[src/rtl/mac_array_ctrl_pkg.sv]
// Shared types and sizing for the 8x8 MAC array sequencer: state encoding,
// array instruction codes and the phase-counter width.
package mac_ctrl_pkg;

  localparam int ROW       = 8;
  localparam int COL       = 8;
  localparam int VEC_BW    = 8;
  localparam int GAP_CYC   = 16;
  localparam int DRAIN_MAX = 64;

  function automatic int max2(input int a, input int b);
    if (a > b) begin
      return a;
    end else begin
      return b;
    end
  endfunction

  // One counter serves every phase, so it must hold the longest phase length.
  localparam int CNT_MAX = max2(max2(COL, GAP_CYC), max2(DRAIN_MAX, (1 << VEC_BW) - 1));
  localparam int CNT_W   = $clog2(CNT_MAX + 1);

  typedef enum logic [2:0] {
    IDLE  = 3'd0,
    LOAD  = 3'd1,
    GAP   = 3'd2,
    EXEC  = 3'd3,
    DRAIN = 3'd4,
    DONE  = 3'd5
  } state_e;

  localparam logic [1:0] INST_IDLE = 2'b00;
  localparam logic [1:0] INST_LOAD = 2'b01;
  localparam logic [1:0] INST_EXEC = 2'b10;

endpackage

[src/rtl/mac_array_ctrl_if.sv]
// Host/array-facing bundle of the MAC array sequencer. The perf counters
// exist only when MAC_ARRAY_CTRL_PERF_EN is defined.
interface mac_array_ctrl_if;
  import mac_ctrl_pkg::*;

  logic              start;
  logic [VEC_BW-1:0] num_vec;
  logic [1:0]        inst_w;
  logic              l0_rd;
  logic [COL-1:0]    valid_in;
  logic [COL-1:0]    ofifo_wr;
  logic              busy;
  logic              done;
  logic              err;
  logic [VEC_BW-1:0] out_cnt;
`ifdef MAC_ARRAY_CTRL_PERF_EN
  logic [31:0]       cyc_cnt;
  logic [15:0]       stall_cnt;
`endif

  modport master (
    input  start, num_vec, valid_in,
    output inst_w, l0_rd, ofifo_wr, busy, done, err, out_cnt
`ifdef MAC_ARRAY_CTRL_PERF_EN
    , output cyc_cnt, stall_cnt
`endif
  );

  modport slave (
    output start, num_vec, valid_in,
    input  inst_w, l0_rd, ofifo_wr, busy, done, err, out_cnt
`ifdef MAC_ARRAY_CTRL_PERF_EN
    , input cyc_cnt, stall_cnt
`endif
  );

endinterface

[src/rtl/mac_array_ctrl_cnt.sv]
// Loadable down-counter with a zero flag; it times every sequencer phase and
// stops at zero instead of wrapping.
module mac_ctrl_cnt #(
  parameter int W = 8
) (
  input  logic         clk,
  input  logic         reset,
  input  logic         load_i,
  input  logic [W-1:0] load_val_i,
  input  logic         dec_i,
  output logic         zero_o
);

  logic [W-1:0] cnt_q;
  logic [W-1:0] cnt_d;

  // Next count: load wins over decrement, decrement stops at zero.
  always_comb begin
    cnt_d = cnt_q;
    if (load_i) begin
      cnt_d = load_val_i;
    end else if (dec_i && (cnt_q != {W{1'b0}})) begin
      cnt_d = cnt_q - W'(1);
    end else begin
      cnt_d = cnt_q;
    end
  end

  // Count register.
  always_ff @(posedge clk or negedge reset) begin
    if (!reset) begin
      cnt_q <= {W{1'b0}};
    end else begin
      cnt_q <= cnt_d;
    end
  end

  assign zero_o = (cnt_q == {W{1'b0}});

endmodule

[src/rtl/mac_array_ctrl.sv]
// Tile sequencer for the weight-stationary MAC array: load, gap, execute, drain.
// Optional perf counters (cyc_cnt, stall_cnt) under MAC_ARRAY_CTRL_PERF_EN.
module mac_array_ctrl
  import mac_ctrl_pkg::*;
(
  input  logic              clk,
  input  logic              reset,
  mac_array_ctrl_if.master  ctrl_if
);

  state_e            state_q;
  state_e            state_d;
  logic [VEC_BW-1:0] num_vec_q;
  logic [VEC_BW-1:0] out_cnt_q;
  logic [VEC_BW-1:0] out_cnt_d;
  logic [1:0]        inst_q;
  logic [1:0]        inst_d;
  logic              l0_rd_q;
  logic              l0_rd_d;
  logic              busy_q;
  logic              done_q;
  logic              err_q;
  logic              err_d;
  logic              start_acc_s;
  logic              err_set_s;
  logic              count_s;
  logic              cnt_load_s;
  logic [CNT_W-1:0]  cnt_val_s;
  logic              cnt_zero_s;

  assign start_acc_s = ctrl_if.start && (state_q == IDLE);

  // Phase transitions; the DRAIN exit looks at the post-increment count so the
  // last vector ends the drain in the cycle it arrives.
  always_comb begin
    state_d   = state_q;
    err_set_s = 1'b0;
    case (state_q)
      IDLE: begin
        if (start_acc_s) begin
          state_d = LOAD;
        end else begin
          state_d = IDLE;
        end
      end
      LOAD: begin
        if (cnt_zero_s) begin
          state_d = GAP;
        end else begin
          state_d = LOAD;
        end
      end
      GAP: begin
        if (cnt_zero_s) begin
          if (num_vec_q == {VEC_BW{1'b0}}) begin
            state_d = DONE;
          end else begin
            state_d = EXEC;
          end
        end else begin
          state_d = GAP;
        end
      end
      EXEC: begin
        if (cnt_zero_s) begin
          state_d = DRAIN;
        end else begin
          state_d = EXEC;
        end
      end
      DRAIN: begin
        if (out_cnt_d == num_vec_q) begin
          state_d = DONE;
        end else if (cnt_zero_s) begin
          state_d   = DONE;
          err_set_s = 1'b1;
        end else begin
          state_d = DRAIN;
        end
      end
      DONE: begin
        state_d = IDLE;
      end
      default: begin
        state_d = IDLE;
      end
    endcase
  end

  // Collected-vector count: the last column marks a finished vector.
  always_comb begin
    count_s = ((state_q == EXEC) || (state_q == DRAIN)) &&
              ctrl_if.valid_in[COL-1] && (out_cnt_q != num_vec_q);
    if (start_acc_s) begin
      out_cnt_d = {VEC_BW{1'b0}};
    end else if (count_s) begin
      out_cnt_d = out_cnt_q + VEC_BW'(1);
    end else begin
      out_cnt_d = out_cnt_q;
    end
  end

  // Phase timer reload on every state change, and output/err next values.
  always_comb begin
    cnt_load_s = (state_d != state_q);
    case (state_d)
      LOAD:    cnt_val_s = CNT_W'(COL - 1);
      GAP:     cnt_val_s = CNT_W'(GAP_CYC - 1);
      EXEC:    cnt_val_s = CNT_W'(num_vec_q) - CNT_W'(1);
      DRAIN:   cnt_val_s = CNT_W'(DRAIN_MAX - 1);
      default: cnt_val_s = {CNT_W{1'b0}};
    endcase
    case (state_d)
      LOAD:    inst_d = INST_LOAD;
      EXEC:    inst_d = INST_EXEC;
      default: inst_d = INST_IDLE;
    endcase
    l0_rd_d = (state_d == LOAD) || (state_d == EXEC);
    if (start_acc_s) begin
      err_d = 1'b0;
    end else if (err_set_s) begin
      err_d = 1'b1;
    end else begin
      err_d = err_q;
    end
  end

  mac_ctrl_cnt #(
    .W (CNT_W)
  ) u_cnt (
    .clk        (clk),
    .reset      (reset),
    .load_i     (cnt_load_s),
    .load_val_i (cnt_val_s),
    .dec_i      (1'b1),
    .zero_o     (cnt_zero_s)
  );

  // FSM state and registered outputs, decoded from the state being entered.
  always_ff @(posedge clk or negedge reset) begin
    if (!reset) begin
      state_q   <= IDLE;
      num_vec_q <= {VEC_BW{1'b0}};
      out_cnt_q <= {VEC_BW{1'b0}};
      inst_q    <= INST_IDLE;
      l0_rd_q   <= 1'b0;
      busy_q    <= 1'b0;
      done_q    <= 1'b0;
      err_q     <= 1'b0;
    end else begin
      state_q <= state_d;
      if (start_acc_s) begin
        num_vec_q <= ctrl_if.num_vec;
      end else begin
        num_vec_q <= num_vec_q;
      end
      out_cnt_q <= out_cnt_d;
      inst_q    <= inst_d;
      l0_rd_q   <= l0_rd_d;
      busy_q    <= (state_d != IDLE);
      done_q    <= (state_d == DONE);
      err_q     <= err_d;
    end
  end

`ifdef MAC_ARRAY_CTRL_PERF_EN
  logic [31:0] cyc_cnt_q;
  logic [15:0] stall_cnt_q;

  // Perf counters advance with the state being entered so they are final while done is high.
  always_ff @(posedge clk or negedge reset) begin
    if (!reset) begin
      cyc_cnt_q   <= 32'd0;
      stall_cnt_q <= 16'd0;
    end else if (start_acc_s) begin
      cyc_cnt_q   <= 32'd1;
      stall_cnt_q <= 16'd0;
    end else begin
      if ((state_d != IDLE) && (cyc_cnt_q != 32'hFFFF_FFFF)) begin
        cyc_cnt_q <= cyc_cnt_q + 32'd1;
      end else begin
        cyc_cnt_q <= cyc_cnt_q;
      end
      if ((state_d == DRAIN) && (stall_cnt_q != 16'hFFFF)) begin
        stall_cnt_q <= stall_cnt_q + 16'd1;
      end else begin
        stall_cnt_q <= stall_cnt_q;
      end
    end
  end

  assign ctrl_if.cyc_cnt   = cyc_cnt_q;
  assign ctrl_if.stall_cnt = stall_cnt_q;
`endif

  assign ctrl_if.inst_w   = inst_q;
  assign ctrl_if.l0_rd    = l0_rd_q;
  assign ctrl_if.busy     = busy_q;
  assign ctrl_if.done     = done_q;
  assign ctrl_if.err      = err_q;
  assign ctrl_if.out_cnt  = out_cnt_q;
  // Combinational so the strobe lines up with the array's output data.
  assign ctrl_if.ofifo_wr = busy_q ? ctrl_if.valid_in : {COL{1'b0}};

endmodule

[src/flat_wrapper.sv]
// flat-port wrapper written by rule: the top's interface ports become plain ports
module mac_array_ctrl_flat import mac_ctrl_pkg::*;
  (clk, reset, ctrl_if_start, ctrl_if_num_vec, ctrl_if_valid_in, ctrl_if_inst_w, ctrl_if_l0_rd, ctrl_if_ofifo_wr, ctrl_if_busy, ctrl_if_done, ctrl_if_err, ctrl_if_out_cnt);
  mac_array_ctrl_if ctrl_if_i ();
  input  logic clk;
  input  logic reset;
  input wire logic [$bits(ctrl_if_i.start)-1:0] ctrl_if_start;
  input wire logic [$bits(ctrl_if_i.num_vec)-1:0] ctrl_if_num_vec;
  input wire logic [$bits(ctrl_if_i.valid_in)-1:0] ctrl_if_valid_in;
  output wire logic [$bits(ctrl_if_i.inst_w)-1:0] ctrl_if_inst_w;
  output wire logic [$bits(ctrl_if_i.l0_rd)-1:0] ctrl_if_l0_rd;
  output wire logic [$bits(ctrl_if_i.ofifo_wr)-1:0] ctrl_if_ofifo_wr;
  output wire logic [$bits(ctrl_if_i.busy)-1:0] ctrl_if_busy;
  output wire logic [$bits(ctrl_if_i.done)-1:0] ctrl_if_done;
  output wire logic [$bits(ctrl_if_i.err)-1:0] ctrl_if_err;
  output wire logic [$bits(ctrl_if_i.out_cnt)-1:0] ctrl_if_out_cnt;
  assign ctrl_if_i.start = ctrl_if_start;
  assign ctrl_if_i.num_vec = ctrl_if_num_vec;
  assign ctrl_if_i.valid_in = ctrl_if_valid_in;
  assign ctrl_if_inst_w = ctrl_if_i.inst_w;
  assign ctrl_if_l0_rd = ctrl_if_i.l0_rd;
  assign ctrl_if_ofifo_wr = ctrl_if_i.ofifo_wr;
  assign ctrl_if_busy = ctrl_if_i.busy;
  assign ctrl_if_done = ctrl_if_i.done;
  assign ctrl_if_err = ctrl_if_i.err;
  assign ctrl_if_out_cnt = ctrl_if_i.out_cnt;
  mac_array_ctrl u_core (.clk(clk), .reset(reset), .ctrl_if(ctrl_if_i));
endmodule
[config.mk]
export PLATFORM = sky130hd
export DESIGN_NAME = mac_array_ctrl_flat
export DESIGN_NICKNAME = d
export VERILOG_FILES = /design/src/rtl/mac_array_ctrl_pkg.sv /design/src/rtl/mac_array_ctrl_if.sv /design/src/rtl/mac_array_ctrl_cnt.sv /design/src/rtl/mac_array_ctrl.sv /design/src/flat_wrapper.sv
export SDC_FILE = /design/constraint.sdc
export NUM_CORES = 1
export LEC_CHECK = 0
export CAP_MARGIN = 20
export CORE_MARGIN = 4
export CORE_UTILIZATION = 50
export DETAILED_ROUTE_END_ITERATION = 6
export PLACE_DENSITY_LB_ADDON = 0.3
export SYNTH_ARGS = -nofsm -noshare
export SYNTH_HDL_FRONTEND = slang
export SYNTH_HIERARCHICAL = 1
export SYNTH_SLANG_ARGS = --single-unit
export TNS_END_PERCENT = 100
[constraint.sdc]
create_clock -name clk -period 7.9 [get_ports clk]
set_clock_uncertainty 0.05 [all_clocks]
set_input_delay 1.185 -clock clk [delete_from_list [all_inputs] [get_ports clk]]
set_output_delay 1.185 -clock clk [all_outputs]
set_load 0.005 [all_outputs]
**Yosys cells after proc, flatten, opt, wreduce, memory -nomap -nowiden**

Cells that the tools add are included.

- Bitwise logic cells: 0
- Multiplexer cells: 20
- Reductions and logical operators: 12
- Div/mod/pow operators: 0
- Add/sub/neg operators: 3
- Multiply operators: 0
- Eq/ne operators: 12
- Magnitude comparators: 0
- Shift operators: 0

Operators with widths:

| kind | number |
|---|---|
| 2-to-1 mux 8 bit | 5 |
| case mux 8 bit (4 select lines) | 1 |
| logical NOT 8 bit | 2 |
| subtractor 8 x 1 -> 8 bit (second input constant) | 2 |
| case mux 3 bit (5 select lines) | 1 |
| equality test 3 x 2 -> 1 bit (second input constant) | 4 |
| 2-to-1 mux 3 bit | 4 |
| equality test 3 bit (second input constant) | 3 |
| adder 8 x 1 -> 8 bit (second input constant) | 1 |
| equality test 8 bit | 1 |
| inequality test 8 bit | 1 |
| nonzero test 8 bit | 1 |
| 2-to-1 mux 1 bit | 7 |
| equality test 3 x 1 -> 1 bit (second input constant) | 2 |
| case mux 2 bit (2 select lines) | 1 |
| nonzero test 2 bit | 2 |
| logical AND 1 bit | 3 |
| logical NOT 3 bit | 1 |
| inequality test 3 bit | 1 |
| nonzero test 3 bit | 1 |
| logical OR 1 bit | 2 |
| 2-to-1 mux 2 bit | 1 |

- Bits in read-only memories: 0
- Bits in registers: 33
- Memories kept: 0
- Bits of input ports: 19
- Memory bits (writable): 0
- Latch bits: 0

**Longest topological paths before layout**

- Depth in word-level cells: 12
- Depth in mapped cells: 14
- Mapped depth without buffers: 14

**Modules after synthesis**

Netlist, hierarchy kept.

By module, submodules not included:

| module | area each (µm²) | seq. area each (µm²) | cells each | instances |
|---|---|---|---|---|
| mac_array_ctrl | 1951.9 | 625.6 | 229 | 1 |
| mac_ctrl_cnt | 528.0 | 200.2 | 58 | 1 |

**Least setup slack after synthesis**

OpenSTA, ideal clock, no wires.

- Path kind: input to register
- From: input port ctrl_if_start
- To: register u_core.u_cnt.cnt_q[7]
- Arrival time: 3.451 ns
- Cell stages on the path: 10
- Buffers on the path: 0
- Required time: 7.724 ns
- Slack: 4.273 ns
- Cells stage by stage: nor4b_2 > or2_2 > mux2i_1 > xnor2_1 > nand3b_4 > nor4_4 > a21o_1 > clkinv_1 > o311a_1 > a221o_1

- Elaborated cells between the ends (all ways): 14

RTL lines:

| item | RTL line | RTL |
|---|---|---|
| start: declaration | flat_wrapper.sv:7 | `input wire logic [$bits(ctrl_if_i.start)-1:0] ctrl_if_start;` |
| logical AND 1 bit * | mac_array_ctrl.sv:31 | `assign start_acc_s = ctrl_if.start && (state_q == IDLE);` |
| 2-to-1 mux 8 bit * | mac_array_ctrl.sv:94 | `if (start_acc_s) begin` |
| net u_core.out_cnt_d[7] | mac_array_ctrl.sv:15 | `logic [VEC_BW-1:0] out_cnt_d;` |
| equality test 8 bit * | mac_array_ctrl.sv:72 | `if (out_cnt_d == num_vec_q) begin` |
| 2-to-1 mux 3 bit * | mac_array_ctrl.sv:72 |  |
| case mux 3 bit (5 select lines) * | mac_array_ctrl.sv:38 | `case (state_q)` |
| inequality test 3 bit * | mac_array_ctrl.sv:105 | `cnt_load_s = (state_d != state_q);` |
| net u_core.cnt_load_s | mac_array_ctrl.sv:27 | `logic cnt_load_s;` |
| 2-to-1 mux 8 bit or nonzero test 2 bit (tied branches) | -- |  |
| end signal: assignment | mac_array_ctrl_cnt.sv:32 | `cnt_q <= {W{1'b0}};` |
| end signal: assignment | mac_array_ctrl_cnt.sv:34 | `cnt_q <= cnt_d;` |
| end: declaration | mac_array_ctrl_cnt.sv:14 | `logic [W-1:0] cnt_q;` |

The timed path passes the listed nets; every way through them passes the cells marked *.
A chain may end at the register's enable or synchronous reset.

**Final worst setup path**

Ends and elaborated chain as after synthesis.

==> summary.md <==
| Metric | Value |
|---|---|
| Status | `complete, no violations` |
| Postcts setup bufs | `0` |
| Setup crit end kind | `flip-flop` |
| Worst min path class | `flip-flop to flip-flop` |
| Global Route Usage Sum | `0.203` |
| Antenna violations before repair | `0` |
| Yosys cell types | `66` |
| Inst Count DP | `383` |
| CTS tree | `done` |
| Worst-skew pair later-pin latency | `0.29 ns` |
| CP Class | `input pin to flip-flop` |
| Port bufs | `40` |
| Max-Cap Viols | `0` |
| First-pass GRT wire length | `10.0 mm` |
| H-tree Lvls | `2` |
| Fin nets | `346` |
| Hold Crit Start | `u_core/ctrl_if.err` |
| Vias per inst | `5.69` |
| Initial drt markers | `189` |
| Synth top area share | `0.333` |
| Hold endpoint | `u_core/ctrl_if.err` |
| Post-synth ARST share | `1.00` |
| FMAX | `223 MHz` |
| Clock tree buffer depth | `2` |
| Slew HR | `0.587` |
| Final setup margin | `3.42 ns` |
| Pre-CTS WS | `3.13 ns` |
| IO Pins | `41` |
| Die area | `6150 sq um` |
| Seq/Total Area, Yosys | `0.333` |
| Grt total ovfl | `0` |
| Tightest Pin Transition | `0.618 ns` |
| Drt first pass iters | `4` |
| Clk root buf | `clkbuf_8` |
| Mapped cell area | `2480 sq um` |
| P&R area growth vs syn | `20.1%` |
| Final Setup Violations | `0` |
| Initial Utilization | `0.522` |
| Yosys warnings | `6` |
| CTS resizes | `0` |
| Reg2reg setup slack | `3.72 ns` |
| Post-route DRC violation count | `0` |
| Slew Viols, Final | `0` |
| Wire length per cell | `14.9 um` |
| Post-synth EDFFs | `0` |
| Setup TNS | `0 ns` |
| Core region area | `4750 sq um` |
| Worst-path fanout max | `17` |
| Ranking of synthesized cells by area | `dfrtp_1 (33%), nand2_1 (5.1%), nor2_1 (3.8%)` |
| Non-Filler Instances | `391` |
| Data required time at the worst endpoint | `8.02 ns` |
| Share of cells above drive strength 1 | `0.0833` |
| RSZ-0062 raised after global routing | `no` |
| Hold depth | `2` |
| Maximum vdd drop | `0.000169 V` |
| Vias in the first global route | `2096` |
| Final Hold Viols | `0` |
| Final period util | `0.567` |
| Clock slew at reported path FFs | `0.07 ns` |
| Largest net degree at the start of global routing | `34` |
| Launch point of the worst reg-to-reg path | `u_core/ctrl_if.out_cnt[0]` |
| Synth area leader | `dfrtp_1` |
| Critical path data arrival time | `4.60 ns` |
| R2r worst-path depth | `11` |
| Most common cell after layout, fill and taps aside | `clkdlybuf4s50_1` |
| Via count | `2223` |
| N_diodes | `0` |
| PD cells | `330 nW/um^2` |
| Most frequent cells in the layout | `clkdlybuf4s50_1 (40), nand2_1 (34), dfrtp_1 (33), nor2_1 (25), a21oi_1 (13)` |
| Die height | `78.4 um` |
| Startpoint types | `input pin` |
| P_leak | `1.26 nW` |
| Row count | `25` |
| Post-Synthesis Cells | `287` |
| Fillers | `426` |
| Detailed-placement wirelength estimate | `4.34 mm` |
| RePlAce Congestion | `0.894` |
| #FFs+latches synth | `33` |
| Detailed Route WL | `5.82 mm` |
| CTS sink count | `33` |
| Inserted Clock Buffers | `5` |
| RR Endpoint | `u_core/u_cnt/cnt_q[7]` |
| Ys flop type | `dfrtp_1` |
| Syn avg cell area | `8.64 sq um` |
| Tmin final | `4.48 ns` |
| ANT nets after route | `0` |
| Cts hold-fix bufs | `0` |
| Die width | `78.4 um` |
-- Yosys cell counts (3+ instances only) --
master    instances
a21o_1            5
buf_4             3
nor3_1            8
dfrtp_1          33
nor3b_1           4
or2_2             3
ha_1              4
a21oi_1          13
a22oi_1           4
o21ai_0          10
nor2b_1           3
clkbuf_1          7
o211ai_1          4
and2_1           10
xnor2_1          10
xor2_1            9
nand2_1          34
or4_1             3
nand4_1           4
mux2i_1           5
buf_2             6
nand3_1          10
nor2_1           25
inv_1            12
nor4_4            3
-- per-stage QoR --
stage	power, mW	instance area, sq um	hold slack [ns]	util
3_3_place_gp	0.847	2900	0.441	0.609
5_1_grt	1.07	2980	0.521	0.627
3_5_place_dp	0.856	2900	0.449	0.609
4_1_cts	0.987	2980	0.466	0.627
2_1_floorplan	0.728	2500	0.423	-
6_report	0.983	2980	0.459	0.627
-- critical path: stages --
cell and delay, ns:
clkdlybuf4s50_1 0.55, nand3_1 0.48, nand2_1 0.20, mux2i_1 0.12
xnor2_1 0.26, nand3b_4 0.13, nor4_4 0.46, a21o_1 0.38
clkinv_1 0.35, o311a_1 0.23, a221o_1 0.25
-- per-layer routing --
metal  global-route usage  wire length, um  part of all wire  vias up
li1                     -                -                 -     1095
met1                0.277             2660              0.46     1044
met2                0.326             2730              0.47       74
met3               0.0390              345             0.059       10
met4               0.0612               76             0.013        0
met5                    0                0                 0        -
-- flip-flops by register name (all words and copies together) (netlist names) --
register	count
u_core/ctrl_if.out_cnt	8
u_core/ctrl_if.err	1
u_core/ctrl_if.inst_w	2
u_core/ctrl_if.done	1
u_core/num_vec_q	8
u_core/ctrl_if.busy	1
u_core/ctrl_if.l0_rd	1
u_core/u_cnt/cnt_q	8
u_core/state_q	3
-- logic make-up after synthesis --
logic type      after synthesis  share of synthesized area
compound gates               65                      0.188
xor+xnor                     21                     0.0802
fa+ha+maj                     4                     0.0202
buf+inv                      31                     0.0605
flops                        33                      0.333
mux                           6                     0.0247
other cells                   1                    0.00151
simple gates                126                      0.292
-- how the worst max path moves through the flow --
| stage | startpoint | slack (ns) | end |
|---|---|---|---|
| final | ctrl_if_start | 3.42 | u_core/u_cnt/cnt_q[7] |
| after floorplan | ctrl_if_start | 4.27 | u_core/u_cnt/cnt_q[7] |
| after global routing | ctrl_if_start | 3.06 | u_core/u_cnt/cnt_q[7] |
| after global placement | ctrl_if_valid_in[7] | 3.19 | u_core/u_cnt/cnt_q[7] |
| after CTS | ctrl_if_start | 3.43 | u_core/u_cnt/cnt_q[7] |
| after detailed placement | ctrl_if_start | 3.13 | u_core/u_cnt/cnt_q[7] |
-- layout make-up --
type / instances / area, sq um / area share
tap: 67 / 83.8 / 0.0281
inverter: 13 / 48.8 / 0.0164
sequential: 33 / 826 / 0.277
timing repair buffer: 42 / 415 / 0.139
clock buffer: 6 / 72.6 / 0.0244
multi-input combinational: 228 / 1520 / 0.511
clock inverter: 2 / 10.0 / 0.00336
-- report_power, final --
part           total [mW]  internal [mW]  switching (mW)
clock               0.125         0.0610          0.0641
sequential          0.334          0.226           0.108
combinational       0.524          0.240           0.284
Power figures use the tool's default switching activity.
